### config.mk
export PLATFORM = sky130hd
export DESIGN_NAME = decrement_timer_nbit
export DESIGN_NICKNAME = d
export VERILOG_FILES = /design/src/rtl/decrement_timer_nbit.sv
export SDC_FILE = /design/constraint.sdc
export NUM_CORES = 1
export LEC_CHECK = 0
export BUFFER_PORTS_ARGS = -buffer_cell sky130_fd_sc_hd__buf_2
export CORE_UTILIZATION = 50
export DETAILED_ROUTE_END_ITERATION = 7
export PLACE_DENSITY_LB_ADDON = 0.12
export SETUP_SLACK_MARGIN = 0.2
export SYNTH_ARGS = -nofsm -noshare
export SYNTH_HDL_FRONTEND = slang
export SYNTH_SLANG_ARGS = --single-unit
### constraint.sdc
create_clock -name clk -period 3.5 [get_ports clk]
set_input_delay 0.525 -clock clk [delete_from_list [all_inputs] [get_ports clk]]
set_output_delay 0.525 -clock clk [all_outputs]
set_load 0.1 [all_outputs]
### src/rtl/decrement_timer_nbit.sv
// rtl/decrement_timer_nbit.sv - loadable step-programmable down-counter/timer with run-mode FSM
//
// Ports:
//   clk       rising-edge clock for all state
//   rst       synchronous active-high reset
//   load      capture load_val into count and reload register, return to IDLE
//   load_val  value captured on load
//   start     IDLE/DONE -> RUN, latches mode (11 treated as one-shot)
//   stop      RUN -> IDLE, count held
//   en        qualifies one decrement step per cycle while running
//   step      unsigned amount subtracted per enabled cycle
//   mode      00 one-shot, 01 auto-reload, 10 wrap, 11 one-shot
//   count     registered current count
//   tc        registered one-cycle terminal-count pulse
//   done      high while in DONE (one-shot expired)
//   busy      high while in RUN
//   zero      count register equals zero

module decrement_timer_nbit #(
    parameter int WIDTH = 16
) (
    input  logic             clk,
    input  logic             rst,
    input  logic             load,
    input  logic [WIDTH-1:0] load_val,
    input  logic             start,
    input  logic             stop,
    input  logic             en,
    input  logic [WIDTH-1:0] step,
    input  logic [1:0]       mode,
    output logic [WIDTH-1:0] count,
    output logic             tc,
    output logic             done,
    output logic             busy,
    output logic             zero
);

    typedef enum logic [1:0] {
        ST_IDLE = 2'b00,
        ST_RUN  = 2'b01,
        ST_DONE = 2'b10
    } state_t;

    localparam logic [1:0] MODE_ONESHOT = 2'b00;
    localparam logic [1:0] MODE_RELOAD  = 2'b01;
    localparam logic [1:0] MODE_WRAP    = 2'b10;

    state_t           state, state_n;
    logic [WIDTH-1:0] count_n;
    logic [WIDTH-1:0] reload_reg, reload_n;
    logic [1:0]       mode_reg, mode_n;
    logic             tc_n;

    // One extra bit on the subtraction so the MSB is the borrow.
    logic [WIDTH:0]   diff;
    logic             borrow;
    logic             step_nz;
    logic             boundary;

    assign diff     = {1'b0, count} - {1'b0, step};
    assign borrow   = diff[WIDTH];
    assign step_nz  = (step != '0);
    // A zero step never reaches a boundary, even from count==0.
    assign boundary = step_nz && (borrow || (diff[WIDTH-1:0] == '0));

    always_ff @(posedge clk) begin
        if (rst) begin
            state      <= ST_IDLE;
            count      <= '0;
            reload_reg <= '0;
            mode_reg   <= MODE_ONESHOT;
            tc         <= 1'b0;
        end else begin
            state      <= state_n;
            count      <= count_n;
            reload_reg <= reload_n;
            mode_reg   <= mode_n;
            tc         <= tc_n;
        end
    end

    // Priority: load > stop > start > en. stop only acts in RUN and start
    // only outside RUN, so an inert command falls through to the next one.
    always_comb begin
        state_n  = state;
        count_n  = count;
        reload_n = reload_reg;
        mode_n   = mode_reg;
        tc_n     = 1'b0;

        if (load) begin
            count_n  = load_val;
            reload_n = load_val;
            state_n  = ST_IDLE;
        end else if (stop && (state == ST_RUN)) begin
            state_n = ST_IDLE;
        end else if (start && (state != ST_RUN)) begin
            state_n = ST_RUN;
            mode_n  = (mode == 2'b11) ? MODE_ONESHOT : mode;
        end else if ((state == ST_RUN) && en && step_nz) begin
            case (mode_reg)
                MODE_WRAP: begin
                    // Modulo arithmetic; only a true underflow is a terminal count.
                    count_n = diff[WIDTH-1:0];
                    tc_n    = borrow;
                end
                MODE_RELOAD: begin
                    if (boundary) begin
                        count_n = reload_reg;
                        tc_n    = 1'b1;
                    end else begin
                        count_n = diff[WIDTH-1:0];
                    end
                end
                default: begin
                    // One-shot saturates at zero instead of underflowing.
                    if (boundary) begin
                        count_n = '0;
                        state_n = ST_DONE;
                        tc_n    = 1'b1;
                    end else begin
                        count_n = diff[WIDTH-1:0];
                    end
                end
            endcase
        end
    end

    assign done = (state == ST_DONE);
    assign busy = (state == ST_RUN);
    assign zero = (count == '0);

endmodule

* After elaboration in Yosys (flattened, before gate mapping)
Cells that the tools add are included.
Storage, ports and cells: logic and storage cells 54, bits of input ports 40, bits in registers 37
Operators by class: $add $sub $neg 1, equality and inequality tests 9, muxes and demuxes 14, reduce and logical (&&, ||, !) cells 20, bitwise logic cells 4
Operators by type and width (number):
- $mux 16 | 6
- $logic_not 16->1 | 2
- $pmux 16 s2 | 1
- $sub 16x16->17 | 1
- $reduce_bool 16->1 | 1
- $reduce_and 3->1 | 4
- $eq 2x2->1 const B | 3
- $mux 1 | 6
- $reduce_bool 2->1 | 3
- $logic_and 1x1->1 | 5
- $reduce_or 5->1 | 1
- $eq 2x1->1 const B | 2
- $ne 2x1->1 const B | 2
- $ne 2x2->1 const B | 2
- $not 1->1 | 4
- $reduce_or 4->1 | 1
- $reduce_or 3->1 | 1
- $mux 2 | 1
- $reduce_or 2->1 | 1
- $logic_or 1x1->1 | 1

* Logic depth before layout (Yosys ltp)
word-level depth 10, mapped depth 15

* Worst setup path before layout
OpenSTA, ideal clock, no wires.
path kind register to register, from reg count[4], to reg count[2], arrival 3.591 ns, stages on the path, launching flop included 13, required time 3.400 ns, clock period less this slack 3.691 ns, path slack -0.191 ns, library setup time 0.100 ns, cells stage by stage dfxtp_1 -> ha_1 -> buf_6 -> a21o_1 -> a21o_1 -> o31a_1 -> or4_1 -> o21ai_1 -> and3_1 -> buf_4 -> a31o_4 -> o221ai_2 -> a2111oi_4
Between the ends: longest elaborated chain between the ends 10
Ends and longest elaborated chain:
- start, declared | RTL line 31 | output logic [WIDTH-1:0] count,
- start signal, assigned | RTL line 75 | count <= count_n;
- $sub 16x16->17 (*) | RTL line 60 | assign diff = {1'b0, count} - {1'b0, step};
- $logic_not 16->1 | RTL line 64 | assign boundary = step_nz && (borrow || (diff[WIDTH-1:0] == '0));
- $logic_or 1x1->1 (*) | RTL line 64
- $logic_and 1x1->1 (*) | RTL line 64
- $mux 16, on equally long branches | RTL line 117, 108
- $pmux 16 s2 (*) | RTL line 101 | case (mode_reg)
- $mux 16 (*) | RTL line 100 | end else if ((state == ST_RUN) && en && step_nz) begin
- $mux 16 (*) | RTL line 97 | end else if (start && (state != ST_RUN)) begin
- $mux 16 (*) | RTL line 95 | end else if (stop && (state == ST_RUN)) begin
- $mux 16 (*) | RTL line 91 | if (load) begin
Mark *: on every way between the ends. The rest lies on a longest branch, timed or not. The select of a mux whose other input is x is not followed. A chain may end at the register's enable or synchronous reset.

* Worst setup path in the final report
from reg count[0], to reg count[9]
Between the ends: longest elaborated chain between the ends 10
Ends and longest elaborated chain (RTL line):
- $sub 16x16->17 (*) | 60
- $logic_not 16->1 | 64
- $logic_or 1x1->1 | 64
- $logic_and 1x1->1 | 64
- $mux 16, on equally long branches | 117, 108
- $pmux 16 s2 (*) | 101
- $mux 16 (*) | 100
- $mux 16 (*) | 97
- $mux 16 (*) | 95
- $mux 16 (*) | 91
Marks and branches as above.

==> key figures <==
Run
  • Max-Cap Viols: 0

Timing
  • Actual slew at the worst max-slew pin: 0.951 ns
  • TNS Setup: 0 ns
  • Hold slack: 0.470 ns
  • Final setup violation count: 0
  • Slew HR: 0.364
  • Clock Skews: 0.00863 ns
  • Final hold violation count: 0
  • Final setup margin: 0.187 ns
  • F_max: 0.302 GHz
  • RSZ-0062 raised after global routing: yes
  • Period utilization: 0.947
  • Final slew viol count: 0
  • Final min period: 3.31 ns

Outcome
  • Status: complete, no violations

Layout
  • Layout cells sized above 1: 0.312
  • Fin util: 0.669
  • Most frequent cells in the layout: 59 x buf_2, 53 x nand2_1, 36 x buf_4
  • Layout area overhead: 26.9%
  • Most common cell after layout, fill and taps aside: buf_2
  • Final nets: 562
  • Ant diodes: 0

Power
  • Combinational Power Share: 0.442
  • Flop pwr share: 0.305
  • Internal: 939 µW
  • Net Sw Power: 654 µW
  • Net Sw Frac: 0.410
  • PD cells: 395 nW/µm²
  • Final Total Pwr: 1590 µW
  • Maximum VDD drop: 0.325 mV
  • Clock power frac: 0.253
  • Static leakage: 0.00183 µW

Placement
  • RD Place Congestion: 0.894
  • Setup WS pre-CTS: -0.159 ns
  • Post-DP HPWL: 7720 µm
  • Port bufs: 59

Hold path
  • Hold Startpoint: load_val[13]
  • Hold depth: 3
  • Hold EP: reload_reg[13]$_SDFFE_PP0P_
  • HP Class: in -> reg

Yosys
  • Share of flip-flops with an asynchronous set or reset: 0
  • Post-Synthesis Cell Area: 3180 µm²
  • Mux cell area share after synthesis: 0.0221
  • Synth unique cells: 67
  • Post-Synth Simple-Gate Area: 0.228
  • Mapped Cells: 418
  • Yosys warnings: 0
  • Number of synthesized flops with an enable pin: 0
  • Seq/Total Area, Yosys: 0.233
  • Most used DFF post-synth: dfxtp_1
  • #FFs+latches synth: 37
  • XOR/XNOR share of the synthesized area: 0.0331
  • Post-Synth Adder-Cell Area: 0.0811
  • Compound-Gate Fraction of Synth Area: 0.334
  • Post-Syn Nets: 478
  • Largest family of logic cells by synthesized area: compound AO/OA/AOI/OAI gates
  • Syn_area_per_cell: 7.60 µm²

Global routing
  • Initial antenna violation count: 0
  • Gr usage total: 0.315
  • Number of global-route vias before repair: 3251
  • First-pass GRT wire length: 15900 µm
  • Overflow after GRT: 0
  • Largest net degree at the start of global routing: 28

Clocking
  • Clk sinks: 37
  • CTS tree: done
  • Deepest clock path buffer count: 2
  • Reg clk slew, reported paths: 0.08 ns
  • Cts bufs inserted: 5
  • H-tree depth: 2
  • Skew-Pair Late Insertion Delay: 0.30 ns
  • CTS root buf: clkbuf_8

Route
  • Drt total wl: 10600 µm
  • Vias: 3611
  • Detailed Routing Iterations Pass 1: 5
  • DR vias/cell: 6.25
  • DRT iter0 DRCs: 254
  • # DRC: 0
  • DRT antenna net count: 0
  • Mean routed wirelength per cell: 18.3 µm

Setup path
  • FF-to-FF Start: count[0]$_SDFFE_PP0P_
  • Crit. End Element: register
  • Worst path arrival time: 3.49 ns
  • Critical Path RT: 3.68 ns
  • CP Class: reg -> reg
  • Reg-to-reg setup timing slack: 0.19 ns
  • Worst reg2reg path endpoint: count[9]$_SDFFE_PP0P_
  • Crit start category: register
  • R2R depth: 17
  • Crit path max fanout: 5

Floorplan
  • IO Count: 60
  • Die ar.: 6680 µm²
  • Die width: 81.7 µm
  • Starting Density: 0.527
  • Num rows: 28
  • Die Y: 81.7 µm
  • Core Footprint: 6030 µm²
[power groups by stage]
| stage | clock network (µW) | logic [µW] | registers, µW |
|---|---|---|---|
| floorplan | 0 | 348 | 596 |
| global placement | 0 | 648 | 494 |
| detailed placement | 0 | 653 | 494 |
| CTS | 398 | 667 | 485 |
| global route | 418 | 747 | 488 |
| finish | 403 | 703 | 486 |
[per-layer routing]
metal,GRT usage,part of all wire
met2,0.521,0.45
met1,0.418,0.45
met4,0.100,0.031
met3,0.0467,0.071
met5,0,0
[how the worst max path moves through the flow]
stage                                startpoint                    end  slack (ns)  depth (start not counted)
after CTS                 count[0]$_SDFFE_PP0P_  count[5]$_SDFFE_PP0P_        0.22                         16
after detailed placement                step[0]  count[2]$_SDFFE_PP0P_       -0.16                         13
after global routing      count[0]$_SDFFE_PP0P_  count[9]$_SDFFE_PP0P_        0.12                         17
after global placement                  step[0]  count[2]$_SDFFE_PP0P_       -0.07                         13
final                     count[0]$_SDFFE_PP0P_  count[9]$_SDFFE_PP0P_        0.19                         17
after floorplan           count[2]$_SDFFE_PP0P_  count[2]$_SDFFE_PP0P_        0.21                         10
[cell type report]
cell class / count / area (µm²)
fillers: 564 / 1990
clock inverters: 2 / 36.3
clock buffers: 6 / 82.6
well taps: 75 / 93.8
repair buffers: 98 / 599
multi-input cells: 327 / 2330
flip-flops and latches: 37 / 767
inverters: 33 / 126
[through the flow]
step | cells | area, µm²
after global routing | 578 | 4030
final | 578 | 4030
after global placement | 563 | 3740
after detailed placement | 563 | 3740
after CTS | 575 | 3910
after floorplan | 418 | 3200
[synthesized netlist by cell type (5+ instances only)]
cell | n | area share
a22oi_1 | 9 | 0.021
clkbuf_1 | 12 | 0.014
o221a_2 | 5 | 0.018
nor2_1 | 24 | 0.028
a21o_1 | 7 | 0.017
nand2b_1 | 8 | 0.016
a21oi_1 | 30 | 0.047
ha_1 | 19 | 0.075
nor4_1 | 11 | 0.022
nor3_1 | 14 | 0.022
nand2_1 | 56 | 0.066
and3_1 | 6 | 0.012
o22ai_1 | 8 | 0.016
dfxtp_1 | 37 | 0.23
a31oi_1 | 9 | 0.018
o21ai_0 | 15 | 0.024
xor2_1 | 5 | 0.014
mux2i_1 | 7 | 0.022
xnor2_1 | 7 | 0.019
inv_1 | 32 | 0.038
nand3_1 | 11 | 0.017
o21a_1 | 6 | 0.014
[critical path, stage by stage (launching register included)]
cell and delay, ns:
dfxtp_4 0.37, inv_4 0.06, ha_4 0.12, inv_2 0.04
fa_2 0.37, a21o_1 0.20, a221oi_4 0.28, o21bai_1 0.13
xnor2_1 0.25, nand4b_1 0.21, nor4_4 0.29, buf_4 0.18
buf_6 0.10, buf_6 0.09, a41oi_1 0.15, buf_4 0.21
nand2_2 0.07, a22oi_1 0.06
[logic make-up after synthesis]
group / after synthesis
compound gates: 140
fa+ha+maj: 20
xor+xnor: 12
mux: 7
flops: 37
buf+inv: 54
simple gates: 148
[what timing repair did]
action | in CTS | in global routing
pin swaps | 3 | 14
resized for setup | 7 | 23
hold buffers | 0 | 0
hold endpoints to repair | 0 | 0
setup endpoints to repair | 17 | 16
setup buffers | 4 | 3
(Power assumes the default switching activity.)
